[src/rtl/data_bus_arbiter_pkg.sv]
// rtl/data_bus_arbiter_pkg.sv - shared types and constants for the data bus arbiter
//
// Purpose : arbiter FSM state encoding, master ids and the device codes
//           that the bus address decoder also uses (address bits 15:12).
// Ports   : none (package).
package bus_pkg;

   typedef enum logic [1:0] {
      IDLE   = 2'd0,
      GRANT0 = 2'd1,
      GRANT1 = 2'd2
   } state_t;

   localparam logic M_CPU = 1'b0;
   localparam logic M_AUX = 1'b1;

   localparam logic [3:0] DEV_MEM = 4'h0;
   localparam logic [3:0] DEV_FP  = 4'h1;

endpackage

[src/rtl/data_bus_arbiter_if.sv]
// rtl/data_bus_arbiter_if.sv - Avalon-style two-master data bus bundle
//
// Purpose : groups both master ports and the shared bus port.
// Ports   : M0_*/M1_*  master request strobes, address, write data,
//                      read data and Waitreq stall
//           Bus*       strobes, address and write data towards the devices,
//                      read data and Waitreq back from them
// Modports: slave  - arbiter view (takes master requests, drives the bus)
//           master - environment view (drives requests, models the bus)
interface data_bus_arbiter_if;

   logic        M0_Read;
   logic        M0_Write;
   logic [15:0] M0_Addr;
   logic [15:0] M0_WrData;
   logic [15:0] M0_RdData;
   logic        M0_Waitreq;

   logic        M1_Read;
   logic        M1_Write;
   logic [15:0] M1_Addr;
   logic [15:0] M1_WrData;
   logic [15:0] M1_RdData;
   logic        M1_Waitreq;

   logic        BusRead;
   logic        BusWrite;
   logic [15:0] BusAddr;
   logic [15:0] BusIn;
   logic [15:0] BusOut;
   logic        BusWaitreq;

   modport slave (
      input  M0_Read, M0_Write, M0_Addr, M0_WrData,
      output M0_RdData, M0_Waitreq,
      input  M1_Read, M1_Write, M1_Addr, M1_WrData,
      output M1_RdData, M1_Waitreq,
      output BusRead, BusWrite, BusAddr, BusIn,
      input  BusOut, BusWaitreq
   );

   modport master (
      output M0_Read, M0_Write, M0_Addr, M0_WrData,
      input  M0_RdData, M0_Waitreq,
      output M1_Read, M1_Write, M1_Addr, M1_WrData,
      input  M1_RdData, M1_Waitreq,
      input  BusRead, BusWrite, BusAddr, BusIn,
      output BusOut, BusWaitreq
   );

endinterface

[src/rtl/data_bus_arbiter_rr_pick2.sv]
// rtl/data_bus_arbiter_rr_pick2.sv - two-way round-robin winner selection
//
// Purpose : combinational pick between two requesters; on a tie the master
//           that was not served last wins.
// Ports   : req0, req1   request from master 0 / master 1
//           last_served  id of the master that completed most recently
//           valid        at least one request present
//           winner       id of the selected master (meaningful when valid)
module rr_pick2
   import bus_pkg::*;
(
   input  logic req0,
   input  logic req1,
   input  logic last_served,
   output logic valid,
   output logic winner
);

   assign valid  = req0 | req1;
   assign winner = (req0 & req1) ? ((last_served == M_CPU) ? M_AUX : M_CPU)
                                 : (req1 ? M_AUX : M_CPU);

endmodule

[src/rtl/data_bus_arbiter.sv]
// rtl/data_bus_arbiter.sv - round-robin arbiter for the shared data bus
//
// Purpose : shares one Avalon-style data bus between the CPU data port
//           (master 0) and a secondary requester (master 1). The grant is
//           registered and held until the bus drops Waitreq; a watchdog
//           aborts a granted transaction stalled for TIMEOUT cycles.
// Ports   : Clock    system clock
//           Reset    synchronous, active-high reset
//           bus      data_bus_arbiter_if.slave (both masters + bus side)
//           Timeout  sticky flag, set by a watchdog abort until Reset
module data_bus_arbiter
   import bus_pkg::*;
#(
   parameter int          TIMEOUT    = 64,
   parameter logic [15:0] ABORT_DATA = 16'hDEAD
)(
   input  logic                 Clock,
   input  logic                 Reset,
   data_bus_arbiter_if.slave    bus,
   output logic                 Timeout
);

   // wait_cnt never has to hold more than TIMEOUT-1.
   localparam int CW = (TIMEOUT > 1) ? $clog2(TIMEOUT) : 1;

   state_t          state_q, state_d;
   logic            last_q, last_d;
   logic [CW-1:0]   wait_cnt_q, wait_cnt_d;

   logic            req0, req1;
   logic            pick_valid, pick_winner;
   logic            gid;
   logic            g_req, g_read, g_write, o_req;
   logic [15:0]     g_addr, g_wrdata;
   logic            abort, complete;
   logic [15:0]     g_rddata;
   logic            g_waitreq;

   assign req0 = bus.M0_Read | bus.M0_Write;
   assign req1 = bus.M1_Read | bus.M1_Write;

   rr_pick2 u_pick (
      .req0        (req0),
      .req1        (req1),
      .last_served (last_q),
      .valid       (pick_valid),
      .winner      (pick_winner)
   );

   // Granted-master view; only meaningful while in a GRANT state.
   assign gid      = (state_q == GRANT1) ? M_AUX : M_CPU;
   assign g_read   = (gid == M_AUX) ? bus.M1_Read   : bus.M0_Read;
   assign g_write  = (gid == M_AUX) ? bus.M1_Write  : bus.M0_Write;
   assign g_addr   = (gid == M_AUX) ? bus.M1_Addr   : bus.M0_Addr;
   assign g_wrdata = (gid == M_AUX) ? bus.M1_WrData : bus.M0_WrData;
   assign g_req    = g_read | g_write;
   assign o_req    = (gid == M_AUX) ? req0 : req1;

   always_comb begin
      state_d        = state_q;
      last_d         = last_q;
      wait_cnt_d     = wait_cnt_q;
      abort          = 1'b0;
      complete       = 1'b0;
      g_rddata       = '0;
      g_waitreq      = 1'b1;
      bus.BusRead    = 1'b0;
      bus.BusWrite   = 1'b0;
      bus.BusAddr    = '0;
      bus.BusIn      = '0;
      bus.M0_RdData  = '0;
      bus.M0_Waitreq = 1'b1;
      bus.M1_RdData  = '0;
      bus.M1_Waitreq = 1'b1;

      case (state_q)
         IDLE: begin
            // Strobes stay low here, so there is no request-to-strobe path.
            if (pick_valid) begin
               state_d    = (pick_winner == M_AUX) ? GRANT1 : GRANT0;
               wait_cnt_d = '0;
            end
         end

         GRANT0, GRANT1: begin
            abort    = (TIMEOUT != 0) && g_req && bus.BusWaitreq &&
                       (wait_cnt_q == CW'(TIMEOUT - 1));
            complete = g_req && (!bus.BusWaitreq || abort);

            // Pass-through of the granted master; Write wins over Read and an
            // abort pulls both strobes so the device never sees the access.
            bus.BusWrite = g_write & ~abort;
            bus.BusRead  = g_read & ~g_write & ~abort;
            bus.BusAddr  = g_addr;
            bus.BusIn    = g_wrdata;

            g_rddata  = abort ? ABORT_DATA : bus.BusOut;
            g_waitreq = bus.BusWaitreq & ~abort;
            if (gid == M_AUX) begin
               bus.M1_RdData  = g_rddata;
               bus.M1_Waitreq = g_waitreq;
            end else begin
               bus.M0_RdData  = g_rddata;
               bus.M0_Waitreq = g_waitreq;
            end

            if (!g_req) begin
               // Master walked away mid-transaction: release without
               // crediting it as served.
               state_d    = IDLE;
               wait_cnt_d = '0;
            end else if (complete) begin
               last_d     = gid;
               wait_cnt_d = '0;
               if (o_req) begin
                  state_d = (gid == M_AUX) ? GRANT0 : GRANT1;
               end
            end else begin
               // Not complete with a live request means BusWaitreq is high.
               wait_cnt_d = wait_cnt_q + CW'(1);
            end
         end

         default: state_d = IDLE;
      endcase
   end

   always_ff @(posedge Clock) begin
      if (Reset) begin
         state_q    <= IDLE;
         last_q     <= M_AUX;
         wait_cnt_q <= '0;
         Timeout    <= 1'b0;
      end else begin
         state_q    <= state_d;
         last_q     <= last_d;
         wait_cnt_q <= wait_cnt_d;
         Timeout    <= Timeout | abort;
      end
   end

endmodule

[src/flat_wrapper.sv]
// flat-port wrapper written by rule: the top's interface ports become plain ports
module data_bus_arbiter_flat import bus_pkg::*;
#(
   parameter int          TIMEOUT    = 64,
   parameter logic [15:0] ABORT_DATA = 16'hDEAD
)
  (Clock, Reset, Timeout, bus_M0_Read, bus_M0_Write, bus_M0_Addr, bus_M0_WrData, bus_M0_RdData, bus_M0_Waitreq, bus_M1_Read, bus_M1_Write, bus_M1_Addr, bus_M1_WrData, bus_M1_RdData, bus_M1_Waitreq, bus_BusRead, bus_BusWrite, bus_BusAddr, bus_BusIn, bus_BusOut, bus_BusWaitreq);
  data_bus_arbiter_if bus_i ();
  input  logic Clock;
  input  logic Reset;
  output logic Timeout;
  input wire logic [$bits(bus_i.M0_Read)-1:0] bus_M0_Read;
  input wire logic [$bits(bus_i.M0_Write)-1:0] bus_M0_Write;
  input wire logic [$bits(bus_i.M0_Addr)-1:0] bus_M0_Addr;
  input wire logic [$bits(bus_i.M0_WrData)-1:0] bus_M0_WrData;
  output wire logic [$bits(bus_i.M0_RdData)-1:0] bus_M0_RdData;
  output wire logic [$bits(bus_i.M0_Waitreq)-1:0] bus_M0_Waitreq;
  input wire logic [$bits(bus_i.M1_Read)-1:0] bus_M1_Read;
  input wire logic [$bits(bus_i.M1_Write)-1:0] bus_M1_Write;
  input wire logic [$bits(bus_i.M1_Addr)-1:0] bus_M1_Addr;
  input wire logic [$bits(bus_i.M1_WrData)-1:0] bus_M1_WrData;
  output wire logic [$bits(bus_i.M1_RdData)-1:0] bus_M1_RdData;
  output wire logic [$bits(bus_i.M1_Waitreq)-1:0] bus_M1_Waitreq;
  output wire logic [$bits(bus_i.BusRead)-1:0] bus_BusRead;
  output wire logic [$bits(bus_i.BusWrite)-1:0] bus_BusWrite;
  output wire logic [$bits(bus_i.BusAddr)-1:0] bus_BusAddr;
  output wire logic [$bits(bus_i.BusIn)-1:0] bus_BusIn;
  input wire logic [$bits(bus_i.BusOut)-1:0] bus_BusOut;
  input wire logic [$bits(bus_i.BusWaitreq)-1:0] bus_BusWaitreq;
  assign bus_i.M0_Read = bus_M0_Read;
  assign bus_i.M0_Write = bus_M0_Write;
  assign bus_i.M0_Addr = bus_M0_Addr;
  assign bus_i.M0_WrData = bus_M0_WrData;
  assign bus_M0_RdData = bus_i.M0_RdData;
  assign bus_M0_Waitreq = bus_i.M0_Waitreq;
  assign bus_i.M1_Read = bus_M1_Read;
  assign bus_i.M1_Write = bus_M1_Write;
  assign bus_i.M1_Addr = bus_M1_Addr;
  assign bus_i.M1_WrData = bus_M1_WrData;
  assign bus_M1_RdData = bus_i.M1_RdData;
  assign bus_M1_Waitreq = bus_i.M1_Waitreq;
  assign bus_BusRead = bus_i.BusRead;
  assign bus_BusWrite = bus_i.BusWrite;
  assign bus_BusAddr = bus_i.BusAddr;
  assign bus_BusIn = bus_i.BusIn;
  assign bus_i.BusOut = bus_BusOut;
  assign bus_i.BusWaitreq = bus_BusWaitreq;
  data_bus_arbiter #(.TIMEOUT(TIMEOUT), .ABORT_DATA(ABORT_DATA)) u_core (.Clock(Clock), .Reset(Reset), .bus(bus_i), .Timeout(Timeout));
endmodule
[config.mk]
export PLATFORM = sky130hd
export DESIGN_NAME = data_bus_arbiter_flat
export DESIGN_NICKNAME = d
export VERILOG_FILES = /design/src/rtl/data_bus_arbiter_pkg.sv /design/src/rtl/data_bus_arbiter_if.sv /design/src/rtl/data_bus_arbiter_rr_pick2.sv /design/src/rtl/data_bus_arbiter.sv /design/src/flat_wrapper.sv
export SDC_FILE = /design/constraint.sdc
export NUM_CORES = 1
export LEC_CHECK = 0
export BUFFER_PORTS_ARGS = -buffer_cell sky130_fd_sc_hd__buf_2
export CAP_MARGIN = 20
export CORE_ASPECT_RATIO = 1.1
export CORE_MARGIN = 2
export CORE_UTILIZATION = 37
export DETAILED_ROUTE_END_ITERATION = 10
export GPL_TIMING_DRIVEN = 0
export PLACE_DENSITY = 0.84
export SYNTH_ARGS = -nofsm -noshare
export SYNTH_HDL_FRONTEND = slang
export SYNTH_SLANG_ARGS = --single-unit
export TNS_END_PERCENT = 20
[constraint.sdc]
create_clock -name Clock -period 3.2 [get_ports Clock]
set_clock_uncertainty 0.15 [all_clocks]
set_input_delay 0.64 -clock Clock [delete_from_list [all_inputs] [get_ports Clock]]
set_output_delay 0.64 -clock Clock [all_outputs]
set_load 0.05 [all_outputs]
Word level (Yosys, flattened, before mapping)
Cells that the tools add are included.
{ "word_totals": {"ff_bits": 10, "input_bits": 87, "word_cells": 68} }
{ "classes": {"n_addsub": 1, "eq_ne": 6, "muxes": 34, "bitwise_logic": 12, "n_reduce_logical": 11} }
{ "op_table": {"columns": ["operator", "n"], "rows": [
  ["$mux 16", 9],
  ["$mux 6", 3],
  ["$mux 1", 14],
  ["$mux 2", 6],
  ["$pmux 6 s2", 1],
  ["$add 6x1->6 const B", 1],
  ["$eq 6x6->1 const B", 1],
  ["$ne 3x3->1 const B", 2],
  ["$reduce_and 3->1", 2],
  ["$and 1x1->1", 5],
  ["$or 1x1->1", 5],
  ["$pmux 2 s2", 1],
  ["$logic_and 1x1->1", 3],
  ["$eq 2x1->1 const B", 1],
  ["$eq 2x2->1 const B", 1],
  ["$logic_not 2->1", 1],
  ["$ne 2x1->1 const B", 1],
  ["$not 1->1", 2],
  ["$reduce_and 2->1", 1],
  ["$reduce_bool 2->1", 1],
  ["$reduce_or 2->1", 1],
  ["$logic_not 1->1", 1],
  ["$logic_or 1x1->1", 1]
]} }

Depth between registers and ports, before layout
Gate-level depths: netlist (run 1).
{ "logic_depth": {"depth_word": 11, "depth_mapped": 9, "ltp_nobuf": 7} }

Cells and area by module
Synthesis (run 1) repeated with hierarchy kept, for this count alone.
{ "unflattened": {"hier_cells": 195, "hier_area_um2": 1534.0} }
{ "by_module_without_submodules": {"columns": ["module", "instances", "cells_per_inst", "area_each_um2", "seq_area_each_um2"], "rows": [
  ["data_bus_arbiter", 1, 193, 1520.2, 200.2],
  ["rr_pick2", 1, 2, 13.8, 0.0]
]} }

Worst setup path after synthesis (run 1)
No wires, ideal clock.
{ "synth_path": {"path_kind": "register to output", "start": "register u_core.state_q[0]", "end": "output port bus_M1_RdData[0]", "arrival_time_ps": 2139, "path_slack_ps": 271, "stages_incl_launch_ff": 9, "n_path_buf": 2, "path_cell_list": "dfxtp_1 > inv_1 > ha_1 > buf_2 > a21oi_1 > and3_1 > buf_2 > nor2_1 > nor2_1"} }
{ "synth_between": {"elab_chain_len": 9} }
{ "synth_rtl": {"columns": ["element", "line_no", "text"], "rows": [
  ["start: declaration", "data_bus_arbiter.sv:26", "state_t state_q, state_d;"],
  ["start signal: assignment", "data_bus_arbiter.sv:135", "state_q <= state_d;"],
  ["$eq 2x2->1 (*)", "data_bus_arbiter.sv:51", "assign gid = (state_q == GRANT1) ? M_AUX : M_CPU;"],
  ["$mux 1 (*)", "data_bus_arbiter.sv:51", null],
  ["via u_core.gid", "data_bus_arbiter.sv:32", "logic gid;"],
  ["$mux 1 (on tied branches)", "data_bus_arbiter.sv:52, data_bus_arbiter.sv:53", null],
  ["$or 1x1->1", "data_bus_arbiter.sv:56", "assign g_req = g_read | g_write;"],
  ["$logic_and 1x1->1 (2 in a row)", "data_bus_arbiter.sv:86", "abort = (TIMEOUT != 0) && g_req && bus.BusWaitreq &&"],
  ["$mux 16", "data_bus_arbiter.sv:97", "g_rddata = abort ? ABORT_DATA : bus.BusOut;"],
  ["$mux 16 (*)", "data_bus_arbiter.sv:99", "if (gid == M_AUX) begin"],
  ["$mux 16 (*)", "data_bus_arbiter.sv:76", "case (state_q)"],
  ["end: declaration", "flat_wrapper.sv:22", "output wire logic [$bits(bus_i.M1_RdData)-1:0] bus_M1_RdData;"]
]} }
Mark *: on every way through the listed nets, which the timed path passes. The rest lies on a longest branch.

Final worst setup path (run 1)
{ "layout_path": {"start": "register u_core.state_q[1]", "end": "output port bus_BusAddr[2]"} }
{ "layout_between": {"elab_chain_len": 4} }
{ "layout_rtl": {"columns": ["element", "line_no", "text"], "rows": [
  ["$eq 2x2->1", "data_bus_arbiter.sv:51, data_bus_arbiter.sv:76", null],
  ["$mux 1", "data_bus_arbiter.sv:51", null],
  ["$mux 16", "data_bus_arbiter.sv:54", "assign g_addr = (gid == M_AUX) ? bus.M1_Addr : bus.M0_Addr;"],
  ["$mux 16 (*)", "data_bus_arbiter.sv:76", null],
  ["end: declaration", "flat_wrapper.sv:26", "output wire logic [$bits(bus_i.BusAddr)-1:0] bus_BusAddr;"]
]} }
Mark *: on every way between the ends. The rest lies on a longest branch, timed or not.

==> reports/qor.yml, run 1 <==
status:
  status: "completed"
global_routing:
  grt_max_degree: 11
  antenna_found_initial: 0
  track_usage_pct: 22.0
  grt_pass1_vias: 1877
  overflow: 0
  grt_pass1_wl_mm: 8.15
route:
  drt_iter0_drc: 63
  wl_mm: 5.44
  vias_per_cell: 4.86
  wl_per_cell_microns: 13.0
  drt_pass1_iterations: 4
  antenna_left: 0
  drc_errors: 0
  vias: 2042
cts:
  cts_buffer_depth: 2
  htreeDepth: 1
  ctsHoldBuffers: 0
  clk_latency_ns: 0.24
  ctsResizeCount: 0
  cts-buffers-inserted: 3
  cts_tree: "built"
  root_buffer: "clkbuf_8"
  cts_num_sinks: 10
  post-cts-setup-buffers: 0
  path_clk_slew_ns: 0.05
worst_setup_path:
  critPathMaxStageDelay_ns: 0.39
  cpMaxStageDelayCell: "clkbuf_1"
  critPathLaunch: "u_core.state_q[1]"
  start_kind: "register"
  path_cells: "inv_1, ha_1, clkbuf_1, clkbuf_1, nor2b_1, buf_2"
  worst-path-buf-inv: 4
  crit_arrival_ns: 2.26
  worstSetupPathType: "reg -> out"
  cp_top_family: "buffers and inverters"
  cp.required_ns: 2.41
  endpoint_kind: "primary output"
  worstPathMaxFanout: 10
  crit_top_cell: "clkbuf_1"
  r2r_start: "u_core.state_q[1]"
synth:
  ys_seq_area_share_pct: 13.4
  async_flop_share_pct: 0
  ys_seq_elements: 10
  syn-num-nets: 302
  yosysWarnings: 0
  synth_ff_type: "dfxtp_1"
  netlist_area_sq_um: 1490
  synth_edf_count: 0
  postSynthAreaPerCell_sq_um: 7.06
  synthCells: 211
  synthDistinctLibCells: 40
floorplan:
  die_y_microns: 70.5
  rows: 24
  die_w_microns: 64.5
  die_area_sq_um: 4550
  ioPinCount: 156
  initial_core_util_pct: 38.1
  coreArea_sq_um: 3900
power_and_ir_drop:
  p_leak_nw: 1.34
  peakVddDrop_mv: 0.868
  p_per_area_nw_per_um2: 1280
layout:
  fillers: 376
  final_cells: 420
  num_antenna_cells: 0
  syn_to_final_growth_pct: 60.0
  final_net_count: 460
  drive_gt1_share_pct: 47.0
sta:
  tightest_slew_ns: 0.628
  slew_headroom_pct: 58.1
  timing.final.crit_share_pct: 95.2
  worst_slack_ns: 0.153
  whs_ns: 0.337
  period_needed_ns: 3.05
  finalMaxSlewViolations: 0
  finalSetupViolations: 0
  rsz0062_at_grt: "yes"
  hold_viol_final: 0
  timing.fmax_mhz: 328
hold_path:
  min_from: "u_core.Timeout"
  min_path_type: "reg -> reg"
place:
  gp_congestion: 0.946
  place_ws_ns: 0.221
  dp.cells: 417
  hpwl_mm: 4.60
  numPortBuffers: 154
job:
  cap_violations: 0
## logic make-up after synthesis
group           after synthesis  share of synthesized area (%)
simple gates                118                           42.1
mux                          34                           22.9
buf+inv                      21                           6.30
compound gates               20                           9.50
flops                        10                           13.4
xor+xnor                      4                           2.35
fa+ha+maj                     4                           3.36
## state kept, by name (all words and copies together), names as in the netlist
register,count
u_core.wait_cnt_q,6
u_core.state_q,2
u_core.Timeout,1
u_core.last_q,1
## metal layers
metal  global-route usage, %  routed length, microns  part of all wire (%)  vias to the layer above
met5                       0                       0                     0                        -
met4                    4.49                      74                   1.4                        0
met3                    9.22                     613                    11                       10
met2                    37.3                    2490                    46                      114
met1                    26.2                    2270                    42                      885
li1                        -                       -                     -                     1033
## tightest hold or removal path, delay by kind of cell (launching register included)
kind	cells	cell delay (ns)
AO/OA/AOI/OAI	1	0.04
flip-flops	1	0.32
AND/OR/NAND/NOR	1	0.08
## stage by stage
stage	total power, mW	util (%)	area [sq um]	setup TNS (ns)
floorplan	2.32	-	1490	0
global placement	2.85	59.6	2320	0
detailed placement	2.89	59.6	2320	0
CTS	3.05	61.0	2380	0
global route	3.20	61.0	2380	-0.0178
finish	3.05	61.0	2380	0
## report_power, final
part,switching [mW],internal [mW]
clock,0.0480,0.108
sequential,0.0142,0.144
combinational,2.02,0.719
total,2.08,0.972
## cells in the mapped netlist, drive strengths merged, types with 4 or more instances
cell / number / area [sq um]
a21oi: 6 / 30.0
buf: 7 / 40.0
nand3: 5 / 25.0
mux2i: 33 / 330
inv: 5 / 18.8
dfxtp: 10 / 200
clkbuf: 9 / 35.0
and3: 14 / 87.6
nand2: 9 / 33.8
nor2b: 34 / 213
ha: 4 / 50.1
nor2: 44 / 165
## layout make-up
class | instances | area (sq um) | share of cell area, %
Inverter | 5 | 18.8 | 0.788
Timing Repair Buffer | 154 | 773 | 32.5
Sequential cell | 10 | 200 | 8.40
Tap cell | 52 | 65.1 | 2.73
Buffer | 15 | 71.3 | 2.99
Multi-Input combinational cell | 180 | 1200 | 50.3
Clock buffer | 4 | 55.1 | 2.31
## layout by cell type (no fill, tap or decap), drive strengths merged, types with 2 or more instances in the layout
cell    netlist  layout
and3         14      14
a21oi         6       6
nand2b        2       2
nand4         3       3
nor2b        34      34
o21ai         3       3
inv           5       5
ha            4       4
nor2         44      44
buf           7     160
dfxtp        10      10
clkbuf        9      13
nand2         9       9
mux2i        33      33
xor2          3       3
nand3         5       5
## final timing paths
check | end | slack [ns] | cells past startpoint
worst min-delay path | u_core.Timeout | 0.34 | 2
worst max-delay path | bus_BusAddr[2] | 0.15 | 6
worst min register to register | u_core.Timeout | 0.34 | 2
worst max register to register | u_core.state_q[1] | 1.16 | 7
(Power assumes the default switching activity.)
==> run 2: changes to the inputs <==
--- a/config.mk
+++ b/config.mk
@@ -6,13 +6,14 @@
 export NUM_CORES = 1
 export LEC_CHECK = 0
 export BUFFER_PORTS_ARGS = -buffer_cell sky130_fd_sc_hd__buf_2
-export CAP_MARGIN = 20
+export CAP_MARGIN = 10
 export CORE_ASPECT_RATIO = 1.1
 export CORE_MARGIN = 2
-export CORE_UTILIZATION = 37
+export CORE_UTILIZATION = 32
 export DETAILED_ROUTE_END_ITERATION = 10
 export GPL_TIMING_DRIVEN = 0
-export PLACE_DENSITY = 0.84
+export MAX_ROUTING_LAYER = met4
+export PLACE_DENSITY = 0.77
 export SYNTH_ARGS = -nofsm -noshare
 export SYNTH_HDL_FRONTEND = slang
 export SYNTH_SLANG_ARGS = --single-unit
==> constraint.sdc (replaced) <==
create_clock -name Clock -period 2.65 [get_ports Clock]
set_clock_uncertainty 0.15 [all_clocks]
set_input_delay 0.53 -clock Clock [delete_from_list [all_inputs] [get_ports Clock]]
set_output_delay 0.53 -clock Clock [all_outputs]
set_load 0.05 [all_outputs]
==> reports/qor.yml, run 2 (synthesis results as in run 1) <==
status:
  status: "completed"
place:
  placed_cell_area_sq_um: 2350
  dp.cells: 421
  numPortBuffers: 154
  gp_congestion: 0.804
  hpwl_mm: 4.36
layout:
  largest_reg_flops: 6
  drive_gt1_share_pct: 57.1
  final_net_count: 464
  fillers: 404
  syn_to_final_growth_pct: 84.7
  final_cells: 427
  top_register: "u_core.wait_cnt_q"
  num_antenna_cells: 0
  top_regs: "u_core.wait_cnt_q x6, u_core.state_q x2"
  fin_area_sq_um: 2750
  final_core_util_pct: 60.4
  mostFrequentLayoutCell: "buf_2"
  layout_common_cells: "116 x buf_2, 33 x mux2i_1, 31 x nor2b_1"
worst_setup_path:
  endpoint_kind: "primary output"
  worstPathMaxFanout: 10
  crit_arrival_ns: 1.94
  cp.required_ns: 1.97
  start_kind: "register"
  worstSetupPathType: "reg -> out"
floorplan:
  die_area_sq_um: 5210
  coreArea_sq_um: 4550
  ioPinCount: 156
  initial_core_util_pct: 32.7
  die_w_microns: 69.0
  die_y_microns: 75.5
  rows: 26
global_routing:
  grt_pass1_vias: 1884
  antenna_found_initial: 0
  track_usage_pct: 20.7
  grt_max_degree: 11
  overflow: 0
  grt_pass1_wl_mm: 8.76
sta:
  slew_headroom_pct: 68.9
  timing.final.crit_share_pct: 98.8
  period_needed_ns: 2.62
  tightest_slew_ns: 0.460
  finalMaxSlewViolations: 0
  hold_viol_final: 0
  timing.fmax_mhz: 382
  finalSetupViolations: 0
  rsz0062_at_grt: "yes"
hold_path:
  min_path_type: "reg -> reg"
power_and_ir_drop:
  peakVddDrop_mv: 1.16
  fin_total_pwr_mw: 4.00
  p_leak_nw: 1.41
  p_per_area_nw_per_um2: 1450
cts:
  cts-buffers-inserted: 3
  cts_tree: "built"
  cts_buffer_depth: 2
  cts_num_sinks: 10
  clk_latency_ns: 0.23
  htreeDepth: 1
  root_buffer: "clkbuf_8"
  path_clk_slew_ns: 0.04
route:
  drt_iter0_drc: 57
  drc_errors: 0
  vias: 2072
  antenna_left: 0
  wl_per_cell_microns: 13.2
  drt_pass1_iterations: 4
  wl_mm: 5.63
  vias_per_cell: 4.85
job:
  cap_violations: 0
-- run 2: changes by cell type in the layout (fill, tap and decap cells not counted), sizes merged --
cell    change
buf         +6
clkbuf      -3
-- run 2: per-layer routing --
| metal | wire [microns] | global-route usage [%] | vias up |
|---|---|---|---|
| li1 | - | - | 1045 |
| met1 | 2300 | 23.1 | 920 |
| met2 | 2800 | 37.7 | 97 |
| met3 | 428 | 5.16 | 10 |
| met4 | 102 | 4.58 | 0 |
| met5 | 0 | - | - |
-- run 2: path summary, 6_finish.rpt --
path,endpoint,depth (start not counted),slack [ns],from
max reg2reg,u_core.state_q[0],7,0.69,u_core.state_q[1]
min reg2reg,u_core.Timeout,2,0.32,u_core.Timeout
max,bus_M0_RdData[3],10,0.03,u_core.state_q[0]
min,u_core.Timeout,2,0.32,u_core.Timeout
-- run 2: critical path, cell delays in order, from the launching register on --
cell and delay [ns]:
dfxtp_2 0.33, inv_1 0.06, ha_1 0.20, buf_6 0.14, nor3_4 0.21, a21oi_4 0.06
and3_4 0.20, buf_12 0.15, nor2_2 0.12, nor2_1 0.06, buf_4 0.18
-- run 2: cell type report --
| cell class | instances | area (sq um) | area share, % |
|---|---|---|---|
| Sequential cell | 10 | 201 | 7.32 |
| Inverter | 5 | 18.8 | 0.682 |
| Buffer | 16 | 119 | 4.32 |
| Timing Repair Buffer | 157 | 983 | 35.8 |
| Clock buffer | 3 | 41.3 | 1.50 |
| Multi-Input combinational cell | 180 | 1320 | 47.9 |
| Tap cell | 56 | 70.1 | 2.55 |
-- run 2: per-stage QoR --
stage	setup TNS, ns	hold slack, ns	setup slack, ns
after floorplan	-2.32	0.299	-0.169
after global placement	-1.66	0.305	-0.127
after detailed placement	-2.02	0.314	-0.148
after CTS	-0.107	0.326	-0.0241
after global routing	-0.843	0.352	-0.0620
final	0	0.319	0.0310
-- run 2: power by group --
| group | internal, mW | switching (mW) | leakage (nW) | total [mW] |
|---|---|---|---|---|
| combinational | 1.16 | 2.49 | 1.31 | 3.65 |
| clock | 0.0989 | 0.0530 | 0.0216 | 0.152 |
| sequential | 0.176 | 0.0181 | 0.0815 | 0.194 |
| total | 1.44 | 2.56 | 1.41 | 4.00 |
-- run 2: what timing repair did --
item | 4_1_cts | 5_1_grt
setup buffers | 0 | 3
cloned | 0 | 0
hold endpoints to repair | 0 | 0
hold buffers | 0 | 0
resized for setup | 80 | 41
endpoints found under the setup margin | 60 | 62
pin swaps | 0 | 2
==> run 3: changes to the inputs <==
--- a/config.mk
+++ b/config.mk
@@ -10,10 +10,12 @@
 export CORE_ASPECT_RATIO = 1.1
 export CORE_MARGIN = 2
 export CORE_UTILIZATION = 32
+export CTS_CLUSTER_SIZE = 14
 export DETAILED_ROUTE_END_ITERATION = 10
 export GPL_TIMING_DRIVEN = 0
 export MAX_ROUTING_LAYER = met4
 export PLACE_DENSITY = 0.77
+export SETUP_SLACK_MARGIN = 0.15
 export SYNTH_ARGS = -nofsm -noshare
 export SYNTH_HDL_FRONTEND = slang
 export SYNTH_SLANG_ARGS = --single-unit
==> reports/qor.yml, run 3 (synthesis results as in run 1) <==
status:
  status: "completed"
layout:
  syn_to_final_growth_pct: 107
  fillers: 372
  largest_reg_flops: 6
  drive_gt1_share_pct: 63.8
  final_net_count: 466
  top_regs: "u_core.wait_cnt_q x6, u_core.state_q x2"
  mostFrequentLayoutCell: "buf_2"
  final_cells: 430
  layout_common_cells: "102 x buf_2, 38 x buf_6, 33 x mux2i_1"
  top_register: "u_core.wait_cnt_q"
sta:
  worst_slack_ns: 0.0174
  slew_headroom_pct: 69.3
  whs_ns: 0.311
  period_needed_ns: 2.63
  rsz0062_at_grt: "yes"
  timing.fmax_mhz: 380
  tightest_slew_ns: 0.455
  timing.final.crit_share_pct: 99.3
  finalMaxSlewViolations: 0
  finalSetupViolations: 0
  hold_viol_final: 0
global_routing:
  antenna_found_initial: 1
  grt_pass1_wl_mm: 9.45
  grt_max_degree: 11
  track_usage_pct: 22.9
  grt_pass1_vias: 1925
  overflow: 0
hold_path:
  min_path_type: "reg -> reg"
power_and_ir_drop:
  p_leak_nw: 1.48
  p_per_area_nw_per_um2: 1460
  peakVddDrop_mv: 0.950
cts:
  root_buffer: "clkbuf_8"
  cts_tree: "built"
  ctsHoldBuffers: 0
  cts-buffers-inserted: 3
  htreeDepth: 1
  path_clk_slew_ns: 0.05
  cts_num_sinks: 10
  cts_buffer_depth: 2
  clk_latency_ns: 0.24
place:
  gp_congestion: 0.835
  numPortBuffers: 154
  place_ws_ns: -0.167
  dp.cells: 421
  hpwl_mm: 4.56
floorplan:
  rows: 26
  die_area_sq_um: 5210
  die_w_microns: 69.0
  ioPinCount: 156
  die_y_microns: 75.5
  coreArea_sq_um: 4550
  initial_core_util_pct: 32.7
worst_setup_path:
  cp.required_ns: 1.97
  worstPathMaxFanout: 8
  worstSetupPathType: "reg -> out"
  start_kind: "register"
  crit_arrival_ns: 1.95
  endpoint_kind: "primary output"
route:
  antenna_left: 0
  vias_per_cell: 5.06
  drt_iter0_drc: 72
  wl_mm: 6.85
  drt_pass1_iterations: 4
  wl_per_cell_microns: 15.9
  vias: 2174
  drc_errors: 0
job:
  cap_violations: 0
[run 3: path summary, 6_finish.rpt]
check | end | slack (ns) | cells after the start | startpoint
worst max-delay path | bus_M0_RdData[7] | 0.02 | 10 | u_core.state_q[0]
worst min-delay path | u_core.Timeout | 0.31 | 2 | u_core.Timeout
worst max register to register | u_core.state_q[0] | 0.84 | 6 | u_core.state_q[1]
worst min register to register | u_core.Timeout | 0.31 | 2 | u_core.Timeout
[run 3: stage by stage]
step	power (mW)	cell area [sq um]	TNS [ns]	util [%]
2_1_floorplan	2.88	1590	-0.284	-
3_3_place_gp	3.55	2430	-2.40	53.3
3_5_place_dp	3.57	2430	-2.86	53.3
4_1_cts	4.11	2830	0	62.1
5_1_grt	4.68	3080	-0.233	67.7
6_report	4.49	3080	0	67.7
[run 3: what timing repair did]
item,in CTS,in global routing
buffers inserted,2,2
gates cloned,0,1
pin swaps,5,19
endpoints found under the setup margin,68,65
resized for setup,113,72
[run 3: worst max-delay path, cell delays in order (launching register included)]
cell       delay (ns)
dfxtp_2          0.35
inv_4            0.05
ha_4             0.16
buf_8            0.13
nor3_4           0.20
a21oi_4          0.05
and3_4           0.22
clkbuf_16        0.17
nor2_4           0.16
nor2_2           0.07
buf_6            0.15
[run 3: where the power goes]
part           total, mW  internal (mW)  switching [mW]
clock              0.157         0.0993          0.0581
sequential         0.203          0.179          0.0243
combinational       4.13           1.46            2.67
total               4.49           1.74            2.75
[run 3: final cells by class]
cell class / instances / area [sq um] / share of cell area [%]
Buffer: 16 / 146 / 4.75
Sequential cell: 10 / 205 / 6.65
Clock buffer: 3 / 41.3 / 1.34
Tap cell: 56 / 70.1 / 2.27
Inverter: 5 / 21.3 / 0.690
Multi-Input combinational cell: 180 / 1460 / 47.5
Timing Repair Buffer: 159 / 1130 / 36.8
Antenna cell: 1 / 2.50 / 0.0811
[run 3: routing by layer]
layer / part of all wire [%] / track usage [%]
met5: 0 / -
met1: 38 / 25.8
met2: 54 / 43.1
met3: 5.0 / 3.44
met4: 2.7 / 6.10
